==> src/rtl/cmd_boot_sequencer_if.sv <==
// Command/response byte bus between the boot sequencer and the control FSM.
// The master drives command strobes and the slave returns response strobes.
interface cmd_boot_sequencer_if;
  logic [7:0] cmd_data;
  logic       cmd_valid;
  logic [7:0] rsp_data;
  logic       rsp_valid;

  modport master (
    output cmd_data,
    output cmd_valid,
    input  rsp_data,
    input  rsp_valid
  );

  modport slave (
    input  cmd_data,
    input  cmd_valid,
    output rsp_data,
    output rsp_valid
  );
endinterface

==> src/rtl/cmd_boot_sequencer.sv <==
// Replays the power-up configuration script into the control FSM command
// port, checks each ack, and retries failed steps after an "R" reset.
module cmd_boot_sequencer #(
  parameter int unsigned GAP_CYCLES  = 4,
  parameter int unsigned ACK_TIMEOUT = 1000,
  parameter int unsigned MAX_RETRY   = 3,
  parameter logic [9:0]  TRIG_V_CODE = 10'd512,
  parameter logic [6:0]  DATA_LEN    = 7'd125
) (
  input  logic                clk,
  input  logic                reset_n,
  input  logic                start,
  cmd_boot_sequencer_if.master bus,
  output logic                busy,
  output logic                done,
  output logic                error,
  output logic [2:0]          step,
  output logic [1:0]          retry_count
);

  localparam int GW = $clog2(GAP_CYCLES + 1);
  localparam int TW = $clog2(ACK_TIMEOUT);
  localparam logic [GW-1:0] GAP_LAST = GW'(GAP_CYCLES - 1);
  localparam logic [TW-1:0] TMO_LAST = TW'(ACK_TIMEOUT - 1);
  localparam logic [1:0]    RTY_MAX  = 2'(MAX_RETRY);

  typedef enum logic [2:0] {
    IDLE,
    SEND_OP,
    SEND_BIT,
    GAP,
    WAIT_ACK,
    SEND_RST,
    DONE,
    FAIL
  } state_e;

  state_e          state_q, state_d;
  state_e          nxt_q, nxt_d;
  logic [2:0]      step_q, step_d;
  logic [1:0]      retry_q, retry_d;
  logic [3:0]      bit_q, bit_d;
  logic [GW-1:0]   gap_q, gap_d;
  logic [TW-1:0]   tmr_q, tmr_d;

  logic [7:0]      op_byte;
  logic [15:0]     payload;
  logic            has_pay;
  logic [3:0]      bit_top;
  logic [1:0]      retry_inc;
  logic            rsp_ack;
  logic            rsp_err;

  always_comb begin
    op_byte = 8'h54;
    case (step_q)
      3'd0:    op_byte = 8'h65;
      3'd1:    op_byte = 8'h4f;
      3'd2:    op_byte = 8'h57;
      3'd3:    op_byte = 8'h43;
      3'd4:    op_byte = 8'h56;
      3'd5:    op_byte = 8'h4d;
      default: op_byte = 8'h54;
    endcase
  end

  assign has_pay   = (step_q == 3'd4) || (step_q == 3'd5);
  assign bit_top   = (step_q == 3'd4) ? 4'd9 : 4'd6;
  assign payload   = (step_q == 3'd4) ? {6'd0, TRIG_V_CODE}
                                      : {9'd0, DATA_LEN};
  assign retry_inc = retry_q + 2'd1;
  assign rsp_ack   = bus.rsp_valid && (bus.rsp_data == 8'h2a);
  assign rsp_err   = bus.rsp_valid && (bus.rsp_data == 8'h21);

  always_comb begin
    bus.cmd_valid = 1'b0;
    bus.cmd_data  = 8'h00;
    unique case (state_q)
      SEND_OP: begin
        bus.cmd_valid = 1'b1;
        bus.cmd_data  = op_byte;
      end
      SEND_BIT: begin
        bus.cmd_valid = 1'b1;
        bus.cmd_data  = payload[bit_q] ? 8'h31 : 8'h30;
      end
      SEND_RST: begin
        bus.cmd_valid = 1'b1;
        bus.cmd_data  = 8'h52;
      end
      default: ;
    endcase
  end

  assign busy        = !(state_q inside {IDLE, DONE, FAIL});
  assign done        = (state_q == DONE);
  assign error       = (state_q == FAIL);
  assign step        = step_q;
  assign retry_count = retry_q;

  always_comb begin
    state_d = state_q;
    nxt_d   = nxt_q;
    step_d  = step_q;
    retry_d = retry_q;
    bit_d   = bit_q;
    gap_d   = '0;
    tmr_d   = '0;
    unique case (state_q)
      IDLE, DONE, FAIL: begin
        if (start) begin
          state_d = SEND_OP;
          step_d  = 3'd0;
          retry_d = 2'd0;
        end
      end
      SEND_OP: begin
        bit_d = bit_top;
        if (has_pay) begin
          nxt_d   = SEND_BIT;
          state_d = GAP;
        end else if (step_q == 3'd6) begin
          nxt_d   = DONE;
          state_d = GAP;
        end else begin
          state_d = WAIT_ACK;
        end
      end
      SEND_BIT: begin
        if (bit_q == 4'd0) begin
          state_d = WAIT_ACK;
        end else begin
          bit_d   = bit_q - 4'd1;
          nxt_d   = SEND_BIT;
          state_d = GAP;
        end
      end
      GAP: begin
        if (gap_q == GAP_LAST) state_d = nxt_q;
        else gap_d = gap_q + 1'b1;
      end
      WAIT_ACK: begin
        tmr_d = (tmr_q == '1) ? tmr_q : tmr_q + 1'b1;
        // An ack on the timeout cycle still counts as success.
        if (rsp_ack) begin
          step_d  = step_q + 3'd1;
          retry_d = 2'd0;
          nxt_d   = SEND_OP;
          state_d = GAP;
        end else if (rsp_err || tmr_q == TMO_LAST) begin
          retry_d = retry_inc;
          state_d = (retry_inc == RTY_MAX) ? FAIL : SEND_RST;
        end
      end
      SEND_RST: begin
        nxt_d   = SEND_OP;
        state_d = GAP;
      end
      default: state_d = IDLE;
    endcase
  end

  always_ff @(posedge clk or negedge reset_n) begin
    if (!reset_n) begin
      state_q <= IDLE;
      nxt_q   <= IDLE;
      step_q  <= 3'd0;
      retry_q <= 2'd0;
      bit_q   <= 4'd0;
      gap_q   <= '0;
      tmr_q   <= '0;
    end else begin
      state_q <= state_d;
      nxt_q   <= nxt_d;
      step_q  <= step_d;
      retry_q <= retry_d;
      bit_q   <= bit_d;
      gap_q   <= gap_d;
      tmr_q   <= tmr_d;
    end
  end

endmodule

==> src/flat_wrapper.sv <==
// flat-port wrapper written by rule: the top's interface ports become plain ports
module cmd_boot_sequencer_flat 
#(
  parameter int unsigned GAP_CYCLES  = 4,
  parameter int unsigned ACK_TIMEOUT = 1000,
  parameter int unsigned MAX_RETRY   = 3,
  parameter logic [9:0]  TRIG_V_CODE = 10'd512,
  parameter logic [6:0]  DATA_LEN    = 7'd125
)
  (clk, reset_n, start, busy, done, error, step, retry_count, bus_cmd_data, bus_cmd_valid, bus_rsp_data, bus_rsp_valid);
  cmd_boot_sequencer_if bus_i ();
  input  logic clk;
  input  logic reset_n;
  input  logic start;
  output logic busy;
  output logic done;
  output logic error;
  output logic [2:0] step;
  output logic [1:0] retry_count;
  output wire logic [$bits(bus_i.cmd_data)-1:0] bus_cmd_data;
  output wire logic [$bits(bus_i.cmd_valid)-1:0] bus_cmd_valid;
  input wire logic [$bits(bus_i.rsp_data)-1:0] bus_rsp_data;
  input wire logic [$bits(bus_i.rsp_valid)-1:0] bus_rsp_valid;
  assign bus_cmd_data = bus_i.cmd_data;
  assign bus_cmd_valid = bus_i.cmd_valid;
  assign bus_i.rsp_data = bus_rsp_data;
  assign bus_i.rsp_valid = bus_rsp_valid;
  cmd_boot_sequencer #(.GAP_CYCLES(GAP_CYCLES), .ACK_TIMEOUT(ACK_TIMEOUT), .MAX_RETRY(MAX_RETRY), .TRIG_V_CODE(TRIG_V_CODE), .DATA_LEN(DATA_LEN)) u_core (.clk(clk), .reset_n(reset_n), .start(start), .bus(bus_i), .busy(busy), .done(done), .error(error), .step(step), .retry_count(retry_count));
endmodule
==> config.mk <==
export PLATFORM = sky130hd
export DESIGN_NAME = cmd_boot_sequencer_flat
export DESIGN_NICKNAME = d
export VERILOG_FILES = /design/src/rtl/cmd_boot_sequencer_if.sv /design/src/rtl/cmd_boot_sequencer.sv /design/src/flat_wrapper.sv
export SDC_FILE = /design/constraint.sdc
export NUM_CORES = 1
export LEC_CHECK = 0
export CAP_MARGIN = 30
export CORE_ASPECT_RATIO = 1.4
export CORE_MARGIN = 2
export CORE_UTILIZATION = 47
export CTS_BUF_LIST = sky130_fd_sc_hd__clkbuf_2
export CTS_CLUSTER_DIAMETER = 40
export CTS_CLUSTER_SIZE = 12
export DETAILED_ROUTE_END_ITERATION = 10
export PLACE_DENSITY = 0.71
export SLEW_MARGIN = 20
export SYNTH_ARGS = -nofsm -noshare
export SYNTH_HDL_FRONTEND = slang
export SYNTH_SLANG_ARGS = --single-unit
==> constraint.sdc <==
create_clock -name clk -period 2.4 [get_ports clk]
set_input_delay 0.24 -clock clk [delete_from_list [all_inputs] [get_ports clk]]
set_output_delay 0.24 -clock clk [all_outputs]
set_load 0.01 [all_outputs]
Yosys cells after proc, flatten, opt, wreduce, memory -nomap -nowiden
Index checks and enable logic that the tools add are counted.
{"block": "totals", "out_inout_bits": 17, "register_bits": 28, "in_bits": 12, "word_cells": 93}
{"block": "classes", "reduce_logical": 19, "n_addsub": 5, "muxes": 35, "n_eq_ne": 26, "magnitude_cmp": 1}
{"cell": "2-to-1 mux 3 bit", "count": 15}
{"cell": "one-hot mux 6 bit (6 select lines)", "count": 1}
{"cell": "2-to-1 mux 10 bit", "count": 3}
{"cell": "one-hot mux 8 bit (3 select lines)", "count": 1}
{"cell": "equality test 3 bit, second input constant", "count": 7}
{"cell": "equality test 10 bit, second input constant", "count": 2}
{"cell": "one-hot mux 3 bit (6 select lines)", "count": 1}
{"cell": "equality test 8 x 6 -> 1 bit, second input constant", "count": 2}
{"cell": "equality test 3 x 2 -> 1 bit, second input constant", "count": 5}
{"cell": "one-hot mux 3 bit (4 select lines)", "count": 1}
{"cell": "adder 10 x 1 -> 10 bit, second input constant", "count": 1}
{"cell": "AND reduction 3 bit", "count": 3}
{"cell": "2-to-1 mux 2 bit", "count": 4}
{"cell": "2-to-1 mux 4 bit", "count": 2}
{"cell": "one-hot mux 4 bit (2 select lines)", "count": 1}
{"cell": "adder 3 x 1 -> 3 bit, second input constant", "count": 2}
{"cell": "equality test 3 x 1 -> 1 bit, second input constant", "count": 2}
{"cell": "zero test 3 bit", "count": 2}
{"cell": "inequality test 2 bit, second input constant", "count": 3}
{"cell": "inequality test 3 x 1 -> 1 bit, second input constant", "count": 2}
{"cell": "one-hot mux 3 bit (2 select lines)", "count": 1}
{"cell": "OR reduction 3 bit", "count": 2}
{"cell": "less-than comparator 4 x 5 -> 1 bit, second input constant", "count": 1}
{"cell": "binary-select mux 1 bit (select 4 bit)", "count": 1}
{"cell": "15 further kinds", "count": 21}

Depth between registers and ports, before layout
Gate-level depths: netlist of run 1.
{"block": "logic_depth", "depth_word": 6, "ltp_mapped": 8}

Worst setup path after synthesis of run 1
Ideal clock, no wire load.
{"block": "synth_path", "path_kind": "register to output", "startpoint": "register u_core.step_q[0] (netlist: u_core.step[0])", "endpoint": "output bus_cmd_data[4]", "t_required_ns": 2.160, "n_path_buf": 1, "stages_incl_launch_ff": 9, "t_arrival_ns": 1.655, "slack_ns": 0.505, "cell_sequence": "dfrtp_1 -> inv_1 -> ha_1 -> clkbuf_1 -> nor2_1 -> nor2_1 -> nor3_1 -> a2111oi_0 -> o21ai_0"}
{"block": "synth_via", "elab_chain_len": 3, "elab_cells_between_ends": 8, "classes_between": "eq/ne: 5; mux: 2; reduce/logical: 1"}
{"item": "start: declaration", "line_no": "cmd_boot_sequencer.sv:40", "source": "logic [2:0] step_q, step_d;"}
{"item": "start signal: assignment", "line_no": "cmd_boot_sequencer.sv:175", "source": "step_q <= step_d;"}
{"item": "equality test 3 bit (tied with other cells)", "line_no": "cmd_boot_sequencer.sv:56", "source": "case (step_q)"}
{"item": "one-hot mux 6 bit (6 select lines) *", "line_no": "cmd_boot_sequencer.sv:56"}
{"item": "one-hot mux 8 bit (3 select lines) *", "line_no": "cmd_boot_sequencer.sv:78", "source": "unique case (state_q)"}
{"item": "end: declaration", "line_no": "flat_wrapper.sv:20", "source": "output wire logic [$bits(bus_i.cmd_data)-1:0] bus_cmd_data;"}
Every way passes the cells marked *; elsewhere a longest branch is shown, timed or not.

Worst setup path in the final report of run 1
Ends and elaborated chain as after synthesis.

==> run metrics, run 1 <==
outcome=completed; GR Util All Layers=0.193; max frequency=0.426 GHz; syn avg cell area=8.62 um^2; DRT iter0 DRCs=84; Synth Instances=221; RSZ-0062 raised after global routing=true; CTS tree=done; ANT cells=0; Non-Filler Instances=303; Remaining Overflow, GRT=0; core area=3920 um^2; fin crit period=2.35 ns; Hold WC Path Type=in2async; P per Cell Area=969 nW/um^2; Final period util=0.978; number of synthesized flops with an enable pin=0; WP data arrival=2.11 ns; post-synth top area cell=dfrtp_1; post-DR vias/cell=5.89; Final GP Congestion=0.848; Routed Antenna Nets=0; via count=1785; R2R cell count=8; skew final=0.0114 ns; number of global-route vias before repair=1675; Syn. warnings=0; Distinct cells, synth=57; final setup violation count=0; PortBufs=27; Clock Latency Late Sink=0.36 ns; max capacitance violation total=0; dpl cell area=2270 um^2; Setup crit start kind=flip-flop; CTS H-tree lvls=1; wire per inst=14.1 um; area grow syn2layout=24.4%; quantity of hold-fixing buffers added after cts=0; LEAKAGE=1.05 nW; placed insts=293; FF-to-FF Start=u_core.step[1]; # rows=27; Commonest cells post-synth=28 x dfrtp_1, 20 x nor2_1, 19 x nand2_1; post-DP HPWL=3150 um; Worst Setup SP=u_core.step[0]; final wirelength=4290 um; synth top area cells=dfrtp_1 37%, ha_1 6.6%, nor2_1 3.9%; Final Instance Area=2370 um^2; Final Hold Vio Count=0; DRC viols=0; Die X-Extent=57.8 um; Initial Utilization=0.486; CP endpoint kind=primary output; Final #Nets=283; top-count cell post-synth=dfrtp_1; FF+latch count, synth=28; worst slew pin tran=0.567 ns; CTS sink count=28; Worst slew margin=0.622; Synth top area share=0.368; critical path class=reg2out; Final Util=0.604; ratio of cells with drive above 1 in the final layout=0.158; Worst EP required=2.16 ns; first-pass GRT wire length=7110 um; Die Y=79.3 um; Pwr Total=2.30 mW; CTS root buffer=clkbuf_2; Max IR drop VDD=0.000608 V; Seq/Total Area, Yosys=0.368; TritonCTS Buffers=3; ys flop type=dfrtp_1; syn_nets=243; die area=4580 um^2; Synth Cell Area=1900 um^2; critical path peak fanout=3; drt first pass iters=5; setup ws final=0.0531 ns; Clk pin slew, worst setup/hold paths=0.26 ns; Ports=29; fin. max-slew vios=0; FFs w/ async S/R, synth=1.00; largest net degree at the start of global routing=29; DP Worst Slack=0.148 ns; initial antenna violation count=0; Max clock buf depth=2
-- area by class of cell --
cell class	instances	area, um^2
flip-flops and latches	28	704
well taps	43	53.8
clock buffers	3	15.0
repair buffers	44	398
fillers	362	1550
clock inverters	1	3.75
inverters	12	45.0
multi-input cells	172	1150
-- final timing paths --
kind / end / slack [ns]
max: bus_cmd_data[4] / 0.05
min: u_core.gap_q[2] / 0.21
max reg2reg: u_core.state_q[2] / 0.38
min reg2reg: u_core.gap_q[0] / 0.47
max in group asynchronous: u_core.state_q[0] / 1.89
min in group clk: u_core.gap_q[0] / 0.47
-- repair_timing --
item,4_1_cts,5_1_grt
pin swaps,1,0
gates cloned,0,0
gates resized for setup,7,9
buffers inserted,5,1
endpoints found under the setup margin,4,4
-- cells by family (layout without fill, tap and decap cells) --
family          Yosys count  count (layout)  share of synthesized area
simple gates             91              91                      0.258
compound gates           62              62                      0.220
flops                    28              28                      0.368
other cells               1               1                    0.00197
xor+xnor                  2               2                    0.00920
buf+inv                  21              60                     0.0447
mux                       6               6                     0.0329
fa+ha+maj                10              10                     0.0657
-- metrics by stage --
stage	hold slack [ns]	TNS, ns
after floorplan	-0.0556	0
after CTS	0.207	0
final	0.213	0
after global routing	0.221	-0.139
after detailed placement	0.436	0
after global placement	0.435	0
-- layer usage --
metal,global-route usage,vias to the layer above,share of wire
met3,0.0195,8,0.036
met4,0.0628,0,0.021
met1,0.231,842,0.43
met5,0,-,0
li1,-,887,-
met2,0.355,48,0.52
-- critical path, cell delays in order (launching register included) --
cell,delay (ns)
dfrtp_1,0.45
buf_4,0.15
ha_1,0.19
ha_1,0.21
nor3_1,0.26
a2111oi_1,0.09
o21ai_0,0.13
dlygate4sd2_1,0.28
-- registers in the layout, indices dropped and copies added (netlist names) --
| register | count |
|---|---|
| u_core.tmr_q | 10 |
| u_core.state_q | 3 |
| u_core.gap_q | 3 |
| u_core.nxt_q | 3 |
| u_core.bit_q | 4 |
| u_core.retry_count | 2 |
| u_core.step | 3 |
-- cells in the final DEF, fill, tap and decap left out, types with 4 or more instances in the layout --
cell type / Yosys / routed
nor2_1: 20 / 20
inv_1: 11 / 10
ha_1: 10 / 7
o21ai_1: 5 / 5
a31oi_1: 7 / 7
nor3_1: 9 / 8
buf_4: 1 / 17
and3_1: 4 / 4
o31ai_1: 4 / 4
mux2i_1: 4 / 4
clkdlybuf4s50_1: 0 / 23
o21ai_0: 11 / 11
nand2_1: 19 / 19
dfrtp_1: 28 / 25
nand3_1: 11 / 11
a21oi_1: 12 / 12
-- report_power, final --
part | internal [mW] | switching (mW)
logic | 0.691 | 0.735
clock network | 0.0362 | 0.136
registers | 0.575 | 0.124
Note: power is estimated with default switching activity, not from simulation.
==> inputs of run 2 (changes only) <==
--- a/config.mk
+++ b/config.mk
@@ -8,13 +8,14 @@
 export CAP_MARGIN = 30
 export CORE_ASPECT_RATIO = 1.4
 export CORE_MARGIN = 2
-export CORE_UTILIZATION = 47
+export CORE_UTILIZATION = 45
 export CTS_BUF_LIST = sky130_fd_sc_hd__clkbuf_2
 export CTS_CLUSTER_DIAMETER = 40
 export CTS_CLUSTER_SIZE = 12
 export DETAILED_ROUTE_END_ITERATION = 10
-export PLACE_DENSITY = 0.71
+export DONT_BUFFER_PORTS = 1
 export SLEW_MARGIN = 20
 export SYNTH_ARGS = -nofsm -noshare
 export SYNTH_HDL_FRONTEND = slang
 export SYNTH_SLANG_ARGS = --single-unit
+export TNS_END_PERCENT = 1
==> run metrics, run 2 (same netlist as run 1, synthesis figures left out) <==
Worst slew margin=0.626 (+0.00368); Die X-Extent=59.0 um (+2.1%); critical path class=reg2out; final wirelength=4350 um (+1.4%); Max clock buf depth=2 (unchanged); Sw Share=0.476 (+0.0435); Final GP Congestion=0.894 (+5.5%); number of global-route vias before repair=1645 (-1.8%); post-DR vias/cell=6.15 (+4.4%); CP Buf/Inv Count=2 (unchanged); critical path peak fanout=19 (+16); cell-internal power=1.06 mW (-19%); Worst EP required=2.16 ns (about the same); GR Util All Layers=0.200 (+0.00626); RSZ-0062 raised after global routing=false; wire per inst=16.2 um (+15%); failing checks=DRC; WP data arrival=1.99 ns (-0.12 ns); CP endpoint kind=primary output; final setup violation count=0 (unchanged); power share of the combinational group=0.541 (-0.080); DRT iter0 DRCs=74 (-12%); clock share of power=0.085 (+0.010); number of setup buffers added after CTS=0 (-5); worst hold slack=0.239 ns (+0.0256 ns); Largest regs=u_core.tmr_q x10, u_core.bit_q x4; Clock Latency Late Sink=0.36 ns (about the same); PortBufs=0 (-100%); max frequency=0.448 GHz (+5.2%); most frequent cells in the layout=26 x dfrtp_1, 20 x nor2_1, 19 x nand2_1; Ports=29 (unchanged); TritonCTS Buffers=3 (unchanged); Max IR drop VDD=0.000399 V (-34%); crit-path max cell delay=0.64 ns (+0.19 ns); kind of cell adding the most delay to the critical path=flip-flops; most common cell after layout, fill and taps aside=dfrtp_1; initial antenna violation count=0 (unchanged); CTS H-tree lvls=1 (unchanged); DRC viols=1 (+1); first-pass GRT wire length=7460 um (+4.9%); ANT cells=0 (unchanged); Critical Path Slowest Stage Cell=dfrtp_1; core area=4130 um^2 (+5.5%); Final #Nets=247 (-13%); post-DP HPWL=3250 um (+3.3%); LEAKAGE=0.891 nW (-15%); Final TNS setup=0 ns (unchanged); Final Hold Vio Count=0 (unchanged); drt first pass iters=7 (+2); ratio of cells with drive above 1 in the final layout=0.130 (-0.0276); largest net degree at the start of global routing=29 (unchanged); P per Cell Area=994 nW/um^2 (+2.5%); outcome=finished with violations; largest reg by FF count=u_core.tmr_q; Routed Antenna Nets=0 (unchanged); Final period util=0.930 (-0.0480); CTS tree=done; Most common cell on crit path=buf_4; # rows=28 (+3.7%); cells along the critical path=buf_4, nor3b_1, buf_4, a21boi_0; Initial Utilization=0.461 (-0.0253); worst slew pin tran=0.562 ns (-0.00553 ns); Setup crit start kind=flip-flop; Flop pwr share=0.374 (+0.070); Remaining Overflow, GRT=0 (unchanged); die area=4780 um^2 (+4.2%); number of fillers in the final layout=395 (+9.1%); via count=1649 (-7.6%); area grow syn2layout=7.03%; Die Y=81.0 um (+2.1%); Clk pin slew, worst setup/hold paths=0.25 ns (about the same); max capacitance violation total=0 (unchanged); net load switching power=0.965 mW (-2.9%); CTS root buffer=clkbuf_2; fin. max-slew vios=0 (unchanged); Pwr Total=2.03 mW (-12%); CTS sink count=28 (unchanged); skew final=0.00926 ns (-0.00210 ns); fin crit period=2.23 ns (-0.115 ns); max FFs per register=10 (unchanged); Hold WC Path Type=in2reg
## run 2: changes by cell type in the layout (fill, tap and decap cells not counted), sizes merged
cell           before  now
clkdlybuf4s50      23    0
buf                17    7
dlygate4sd2         2    0
clkdlybuf4s15       1    0
clkinv              1    0
dlygate4sd3         0    1
dlymetal6s2s        1    0
## run 2: per-layer routing
layer,vias to the layer above,track usage,routed length (um)
li1,818,-,-
met1,792,0.235,1840
met2,30,0.366,2310
met3,9,0.0159,93
met4,0,0.0818,95
met5,-,0,0
## run 2: layout make-up
cell class              count  area, um^2  share of cell area
repair buffers              8        75.1              0.0368
multi-input cells         172        1140               0.561
inverters                  12        45.0              0.0221
flip-flops and latches     28         703               0.345
well taps                  45        56.3              0.0276
clock buffers               3        15.0             0.00737
## run 2: worst reg2reg max path, delay by kind of cell (launching register included)
family | cells | cell delay [ns]
compound gates | 3 | 0.86
fa+ha+maj | 1 | 0.21
buf+inv | 1 | 0.10
flops | 1 | 0.45
simple gates | 2 | 0.31
## run 2: what timing repair did
item,in CTS,in global routing
endpoints found under the setup margin,2,2
hold buffers,2,0
pin swaps,0,1
hold endpoints to repair,28,0
gates cloned,0,0
gates resized for setup,3,7
## run 2: power by group through the flow
| stage | clock [mW] | sequential (mW) | combinational, mW |
|---|---|---|---|
| 2_1_floorplan | 0 | 0.664 | 0.873 |
| 3_3_place_gp | 0 | 0.754 | 1.01 |
| 3_5_place_dp | 0 | 0.760 | 1.04 |
| 4_1_cts | 0.180 | 0.750 | 1.07 |
| 5_1_grt | 0.195 | 0.785 | 1.26 |
| 6_report | 0.172 | 0.757 | 1.10 |
## run 2: through the flow
step                worst slack [ns]  cell area [um^2]  utilization  cells
floorplan                      0.505              1900            -    221
global placement               0.363              1970        0.475    263
detailed placement             0.280              1970        0.475    263
CTS                           0.0211              2010        0.487    268
global route                  0.0375              2040        0.493    268
finish                         0.168              2040        0.493    268
## run 2: worst paths after layout
kind / startpoint / endpoint / slack, ns / cells past startpoint
worst max-delay path: u_core.state_q[1] / bus_cmd_data[2] / 0.17 / 4
worst min-delay path: start / u_core.state_q[1] / 0.24 / 3
worst max register to register: u_core.bit_q[0] / u_core.bit_q[2] / 0.41 / 7
worst min register to register: u_core.gap_q[0] / u_core.gap_q[0] / 0.46 / 1
max in group asynchronous: reset_n / u_core.step[1] / 1.97 / 2
min in group asynchronous: reset_n / u_core.bit_q[3] / 0.27 / 2
==> inputs of run 3 (changes only) <==
==> constraint.sdc (replaced) <==
create_clock -name clk -period 2.12 [get_ports clk]
set_input_delay 0.212 -clock clk [delete_from_list [all_inputs] [get_ports clk]]
set_output_delay 0.212 -clock clk [all_outputs]
set_load 0.01 [all_outputs]
==> run metrics, run 3 (same netlist as run 1, synthesis figures left out) <==
worst hold slack=0.167 ns (-0.0721 ns); worst hold endpoint=u_core.state_q[1]; die area=4780 um^2 (unchanged); max frequency=0.481 GHz; Final GP Congestion=0.846 (-5.4%); RSZ-0062 raised after global routing=true; WP data arrival=1.87 ns (-0.12 ns); ratio of cells with drive above 1 in the final layout=0.204 (+0.0743); critical path peak fanout=6 (-13); CTS sink count=28 (unchanged); crit-path max cell delay=0.53 ns (-0.11 ns); initial antenna violation count=0 (unchanged); wire per inst=15.9 um (-1.7%); P per Cell Area=1180 nW/um^2 (+19%); CTS root buffer=clkbuf_2; FF-to-FF setup slack=0.24 ns (-0.17 ns); skew final=0.0244 ns (+0.0152 ns); critical path class=reg2out; most common cell after layout, fill and taps aside=dfrtp_1; max capacitance violation total=0 (unchanged); drt first pass iters=7 (unchanged); final wirelength=4380 um (+0.83%); Final TNS setup=0 ns (unchanged); DP Worst Slack=0.0912 ns (-0.189 ns); Die X-Extent=59.0 um (unchanged); # rows=28 (unchanged); cells along the critical path=inv_2, ha_2, nor2_1, nor2_1, nor3_2, a2111oi_2, o21ai_2; Initial Utilization=0.461 (unchanged); core area=4130 um^2 (unchanged); Most common cell on crit path=nor2_1; final setup violation count=0 (unchanged); PortBufs=0 (unchanged); Max clock buf depth=2 (unchanged); CP endpoint kind=primary output; Clock Latency Late Sink=0.38 ns (+0.02 ns); Pwr Total=2.55 mW (+26%); setup ws final=0.0402 ns (-0.128 ns); post-DP HPWL=3230 um (-0.62%); worst hold path depth=4 (+1); R2R cell count=7 (unchanged); via count=1695 (+2.8%); failing checks=DRC; Critical Path Slowest Stage Cell=dfrtp_2; Die Y=81.0 um (unchanged); most frequent cells in the layout=23 x dfrtp_1, 20 x nor2_1, 18 x nand2_1; TritonCTS Buffers=3 (unchanged); number of global-route vias before repair=1643 (-0.12%); Final period util=0.981; Routed Antenna Nets=0 (unchanged); fin crit period=2.08 ns; CTS H-tree lvls=1 (unchanged); hold path start=start; largest net degree at the start of global routing=29 (unchanged); LEAKAGE=0.943 nW (+5.8%); CTS tree=done; Setup crit start kind=flip-flop; worst reg2reg endpoint=u_core.state_q[2]; Max IR drop VDD=0.000535 V (+34%); ANT cells=0 (unchanged); largest reg by FF count=u_core.tmr_q; first-pass GRT wire length=7200 um (-3.5%); Clk pin slew, worst setup/hold paths=0.29 ns (+0.04 ns); Ports=29 (unchanged); max FFs per register=10 (unchanged); DRC viols=1 (unchanged); Final Hold Vio Count=0 (unchanged); outcome=finished with violations; GR Util All Layers=0.191 (-0.00923); DRT iter0 DRCs=110 (+49%); FF-to-FF Start=u_core.step[1]; fin. max-slew vios=0 (unchanged); Largest regs=u_core.tmr_q x10, u_core.bit_q x4; area grow syn2layout=13.2%; Worst EP required=1.91 ns (-0.25 ns); Remaining Overflow, GRT=0 (unchanged); Hold WC Path Type=in2reg; Final #Nets=253 (+2.4%); post-DR vias/cell=6.16 (+0.17%)
==> run 3: cell types whose count changed in the layout (fill, tap and decap cells not counted), sizes merged <==
| cell | before | now |
|---|---|---|
| buf | 7 | 13 |
| bufinv | 0 | 1 |
==> run 3: area by class of cell <==
class | count | area [um^2]
Clock buffer | 3 | 15.0
Sequential cell | 28 | 707
Clock inverter | 1 | 30.0
Inverter | 12 | 45.0
Multi-Input combinational cell | 172 | 1180
Tap cell | 45 | 56.3
Fill cell | 390 | 1980
Timing Repair Buffer | 14 | 120
==> run 3: where the power goes <==
| part | internal [mW] | switching (mW) | total [mW] |
|---|---|---|---|
| clock network | 0.162 | 0.169 | 0.332 |
| logic | 0.594 | 0.761 | 1.36 |
| registers | 0.654 | 0.205 | 0.859 |
| total | 1.41 | 1.14 | 2.55 |
==> run 3: stage by stage <==
| stage | instance area [um^2] | instances | util |
|---|---|---|---|
| floorplan | 1900 | 221 | - |
| global placement | 2010 | 269 | 0.486 |
| detailed placement | 2010 | 269 | 0.486 |
| CTS | 2100 | 275 | 0.509 |
| global route | 2160 | 275 | 0.521 |
| finish | 2160 | 275 | 0.521 |
==> run 3: how the worst max path moves through the flow <==
stage,from,end,slack (ns),cells past startpoint
6_report,u_core.step[0],bus_cmd_data[4],0.04,7
5_1_grt,u_core.step[0],bus_cmd_data[4],-0.13,7
4_1_cts,u_core.step[0],bus_cmd_data[4],-0.09,5
3_5_place_dp,u_core.step[0],u_core.state_q[2],0.09,7
3_3_place_gp,u_core.step[0],u_core.state_q[2],0.15,7
2_1_floorplan,u_core.step[0],bus_cmd_data[4],0.25,8
==> run 3: routing by layer <==
layer  up-vias  wire length (um)  global-route usage  share of wire
met5         -                 0                   0              0
met4         0                28              0.0727         0.0064
met3         4               149              0.0175          0.034
met2        33              2460               0.367           0.56
met1       830              1740               0.208           0.40
li1        828                 -                   -              -
==> run 3: critical path, delay by kind of cell (launching register included) <==
family,cells,cell delay [ns]
flip-flops,1,0.53
AO/OA/AOI/OAI,2,0.41
AND/OR/NAND/NOR,3,0.25
adder cells (fa/ha/maj),1,0.22
buffers and inverters,1,0.10
==> run 3: timing repair <==
action | 4_1_cts | 5_1_grt
buffers inserted | 0 | 0
pin swaps | 2 | 0
gates resized for setup | 6 | 16
setup endpoints to repair | 5 | 9
hold endpoints to repair | 28 | 0
hold buffers | 2 | 0
==> variant 1 (config.mk and constraints of run 3) <==
`ACK_TIMEOUT` is set to 1000 in 2 places; all go to 2000.
--- a/src/rtl/cmd_boot_sequencer.sv
+++ b/src/rtl/cmd_boot_sequencer.sv
@@ -2,7 +2,7 @@
 // port, checks each ack, and retries failed steps after an "R" reset.
 module cmd_boot_sequencer #(
   parameter int unsigned GAP_CYCLES  = 4,
-  parameter int unsigned ACK_TIMEOUT = 1000,
+  parameter int unsigned ACK_TIMEOUT = 2000,
   parameter int unsigned MAX_RETRY   = 3,
   parameter logic [9:0]  TRIG_V_CODE = 10'd512,
   parameter logic [6:0]  DATA_LEN    = 7'd125
--- a/src/flat_wrapper.sv
+++ b/src/flat_wrapper.sv
@@ -2,7 +2,7 @@
 module cmd_boot_sequencer_flat 
 #(
   parameter int unsigned GAP_CYCLES  = 4,
-  parameter int unsigned ACK_TIMEOUT = 1000,
+  parameter int unsigned ACK_TIMEOUT = 2000,
   parameter int unsigned MAX_RETRY   = 3,
   parameter logic [9:0]  TRIG_V_CODE = 10'd512,
   parameter logic [6:0]  DATA_LEN    = 7'd125
Behaviour: same outputs for any inputs over 10 cycles, from zero or initial values and one cycle with reset_n low; that may be too few to reach the edited logic, so the function may still have changed.
==> variant 1 against run 3 <==
The flow still finishes with violations (design-rule violations); critical path type unchanged; setup slack improved by 0.064 ns; sequential cell count rose by 1; critical path depth fell by 1; area after synthesis fell by 1.4%; hold slack improved by 0.066 ns; final area fell by 3.3%; sequential power fell by 12%; largest cell class unchanged; count of clock-buffer cells in the layout rose by 3; power fell by 12%; wire length fell by 2.1%; via count fell by 5.4%.
==> variant 1: results (changes against run 3) <==
run status finished, violations left (unchanged); failing checks design-rule violations (unchanged); arrival time worst endpoint 1.80 ns (was 1.87 ns); Crit-path slowest cell dfrtp_1 (was dfrtp_2); Clock H-tree levels 2 (was 1); Routed WL per cell 15.45 um (was 15.94 um); Synth cell types 51 (was 57); Reg2Reg Capture Point u_core.nxt_q[0] (was u_core.state_q[2]); dpl cells 267 (was 269); met3 wire length 180 um (was 149 um); multiplexer share of the synthesized area 0.03464 (was 0.03285); starting DRC count in detailed routing 85 (was 110); DR DRC count 2 (was 1); register area share after synthesis 0.3864 (was 0.3679); top cells by area, synth dfrtp_1 (39%), ha_1 (6.7%), nor2_1 (6.6%), nand2_1 (5.2%), o21ai_0 (3.2%) (was dfrtp_1 (37%), ha_1 (6.6%), nor2_1 (3.9%), nand2_1 (3.7%), a21oi_1 (3.2%)); maximum fanout along the worst path 4 (was 6); Setup WS pre-CTS 0.2109 ns (was 0.09123 ns); worst skew pair latency 0.35 ns (was 0.38 ns); via density per instance 5.766 (was 6.164); Endpoint, Worst Hold u_core.state_q[0] (was u_core.state_q[1]); Post-Synth Adder-Cell Area 0.06662 (was 0.06570); biggest regs u_core.tmr_q x11, u_core.bit_q x4 (was u_core.tmr_q x10, u_core.bit_q x4); Worst Hold Slack 0.2330 ns (was 0.1667 ns); Syn Area/Cell 8.384 sq um (was 8.617 sq um); RD Place Congestion 0.8647 (was 0.8460); Max VDD drop 0.3752 mV (was 0.5351 mV); Worst Hold Depth 3 (was 4); crit-path max cell delay 0.42 ns (was 0.53 ns); Psw 0.001031 W (was 0.001136 W)
==> variant 1: cell types whose count changed after synthesis, moves of 3 or more <==
cell	before	now
nor2_1	20	33
xor2_1	1	4
o21ai_1	5	2
nand2_1	19	26
a31oi_1	7	3
nand4_1	3	0
==> variant 1: how the worst max path moves through the flow <==
stage / cells after the start / endpoint / from / slack, ns
final: 6 / bus_cmd_data[0] / u_core.step[0] / 0.10
after global routing: 6 / bus_cmd_data[0] / u_core.step[0] / -0.01
after CTS: 6 / bus_cmd_data[0] / u_core.step[0] / 0.005
after detailed placement: 5 / u_core.state_q[2] / u_core.state_q[1] / 0.21
after global placement: 6 / u_core.nxt_q[0] / u_core.step[1] / 0.25
after floorplan: 6 / u_core.nxt_q[0] / u_core.step[0] / 0.19
==> variant 1: layer usage <==
layer / GRT usage / vias up
met5: 0 / -
met4: 0.07273 / 0
met3: 0.04670 / 9
met2: 0.3663 / 27
met1: 0.2126 / 766
li1: - / 801
==> variant 1: final cells by class <==
type | count | area (sq um) | share of cell area
Multi-Input combinational cell | 173 | 1101 | 0.5282
Sequential cell | 29 | 726.9 | 0.3487
Timing Repair Buffer | 14 | 123.9 | 0.05942
Tap cell | 43 | 53.80 | 0.02581
Inverter | 12 | 45.04 | 0.02161
Clock buffer | 6 | 30.03 | 0.01441
Clock inverter | 1 | 3.754 | 0.001801
==> variant 1: power by group through the flow <==
| stage | Clock [W] | Combinational (W) | Sequential, W |
|---|---|---|---|
| 2_1_floorplan | 0 | 0.000887 | 0.000740 |
| 3_3_place_gp | 0 | 0.00111 | 0.000759 |
| 3_5_place_dp | 0 | 0.00113 | 0.000767 |
| 4_1_cts | 0.000282 | 0.00116 | 0.000755 |
| 5_1_grt | 0.000293 | 0.00137 | 0.000767 |
| 6_report | 0.000266 | 0.00121 | 0.000755 |
==> variant 2 (config.mk and constraints of run 3) <==
Made on the original files. Register the output `error`; this adds one clock of latency there. The other outputs are not delayed to match.
--- a/src/rtl/cmd_boot_sequencer.sv
+++ b/src/rtl/cmd_boot_sequencer.sv
@@ -94,7 +94,9 @@
 
   assign busy        = !(state_q inside {IDLE, DONE, FAIL});
   assign done        = (state_q == DONE);
-  assign error       = (state_q == FAIL);
+  always_ff @(posedge clk) begin
+    error <= (state_q == FAIL);
+  end
   assign step        = step_q;
   assign retry_count = retry_q;
 
Function: no difference found for any inputs over 10 cycles, from zero or initial values and one cycle with reset_n low; that may be too few to reach the edited logic, so the function may still have changed.
==> variant 2 against run 3 <==
Wire length is 1.6% higher; largest power group unchanged; power is 4.6% higher; via count is 1.1% higher; sequential share of layout area is 0.46 points lower; global-route usage is 0.42 points lower; area after synthesis is 5.5% higher; register-to-register slack worse by 0.07 ns; largest cell class unchanged; final area is 3.9% higher; fmax is 2.5% higher; sequential cell count is 1 higher; critical path depth is 2 lower; setup slack better by 0.051 ns; utilization is 0.28 points higher.
==> variant 2: results (changes against run 3) <==
share of cells above drive strength 1 0.2058 (was 0.2043); Area after DPL 2088 sq um (was 2011 sq um); crit-path max cell delay 0.48 ns (was 0.53 ns); register area share after synthesis 0.3589 (was 0.3679); Synth cell types 54 (was 57); met2 usage 0.3093 (was 0.3667); vias in the first global route 1,599 (was 1,643); Syn Area/Cell 8.769 sq um (was 8.617 sq um); HPWL Detailed 3169 um (was 3232 um); RD Place Congestion 0.8520 (was 0.8460); non-clock buffer instance count of the final layout 19 (was 14); critical path launch point u_core.step[1] (was u_core.step[0]); Leak 0.9920 nW (was 0.9429 nW); top cells by area, synth dfrtp_1 (35%), ha_1 (6.2%), nor2_1 (4.3%), nand2_1 (4.1%), o21ai_0 (3.5%) (was dfrtp_1 (37%), ha_1 (6.6%), nor2_1 (3.9%), nand2_1 (3.7%), a21oi_1 (3.2%)); DRT met1 WL 1902 um (was 1742 um); Seq/total area 0.3233 (was 0.3279); Multi-input gate area 1205 sq um (was 1182 sq um); Clock-cell share 0.01508 (was 0.02089); dpl cells 291 (was 269); Filler cells 415 (was 390); DR vias 1,713 (was 1,695); Clk pwr share 0.104 (was 0.130); Final Skew 0.01969 ns (was 0.02445 ns); Worst Hold Slack 0.2556 ns (was 0.1667 ns); reg2reg start u_core.step[0] (was u_core.step[1]); grt met1 use 0.2267 (was 0.2084); via density per instance 5.653 (was 6.164); total wire length 4453 um (was 4384 um); Clk. pwr 0.000278 W (was 0.000332 W); starting DRC count in detailed routing 118 (was 110); CTS clk-pin slew, worst paths 0.17 ns (was 0.29 ns); Commonest cells post-synth dfrtp_1 (28), nor2_1 (23), nand2_1 (22) (was dfrtp_1 (28), nor2_1 (20), nand2_1 (19)); total CTS buffers 5 (was 3); Clock H-tree levels 2 (was 1); met2 WL 2289 um (was 2463 um); arrival time worst endpoint 1.82 ns (was 1.87 ns); clock tree sinks 29 (was 28); Reg2Reg Setup Slack 0.17 ns (was 0.24 ns); power of the combinational group 0.00157 W (was 0.00136 W); Finished Core Util 0.5243 (was 0.5215); maximum fanout along the worst path 5 (was 6); met3 GRT Util 0.03894 (was 0.01752); clock buffer count 6 (was 3); Non-clock buffers, area share 0.07035 (was 0.05572); Setup WS pre-CTS 0.1259 ns (was 0.09123 ns); run status finished clean (was finished, violations left); first-pass GRT wire length 7231 um (was 7196 um); met3 wire length 186 um (was 149 um)
## variant 2: changes by cell type after synthesis, moves of 3 or more
cell | run 3 | this run
nor2_1 | 20 | 23
o21ai_1 | 5 | 0
clkbuf_8 | 0 | 4
o21ai_0 | 11 | 14
nand2_1 | 19 | 22
nand3_1 | 11 | 5
and3_1 | 4 | 8
## variant 2: timing repair
action                                  4_1_cts  5_1_grt
pin swaps                                     0        2
endpoints found under the setup margin        3        3
setup buffers                                 0        3
endpoints found under the hold margin        28        0
resized for setup                             6       13
hold buffers                                  2        0
## variant 2: kinds of logic after synthesis
logic type                 synth area share
AOI/OAI and AO/OA                    0.2094
xor gates and xnor gates            0.01745
DFF                                  0.3589
buffers and inverters               0.07227
other                              0.001867
muxes                               0.03115
adders and majority gates           0.06231
and+or+nand+nor                      0.2467
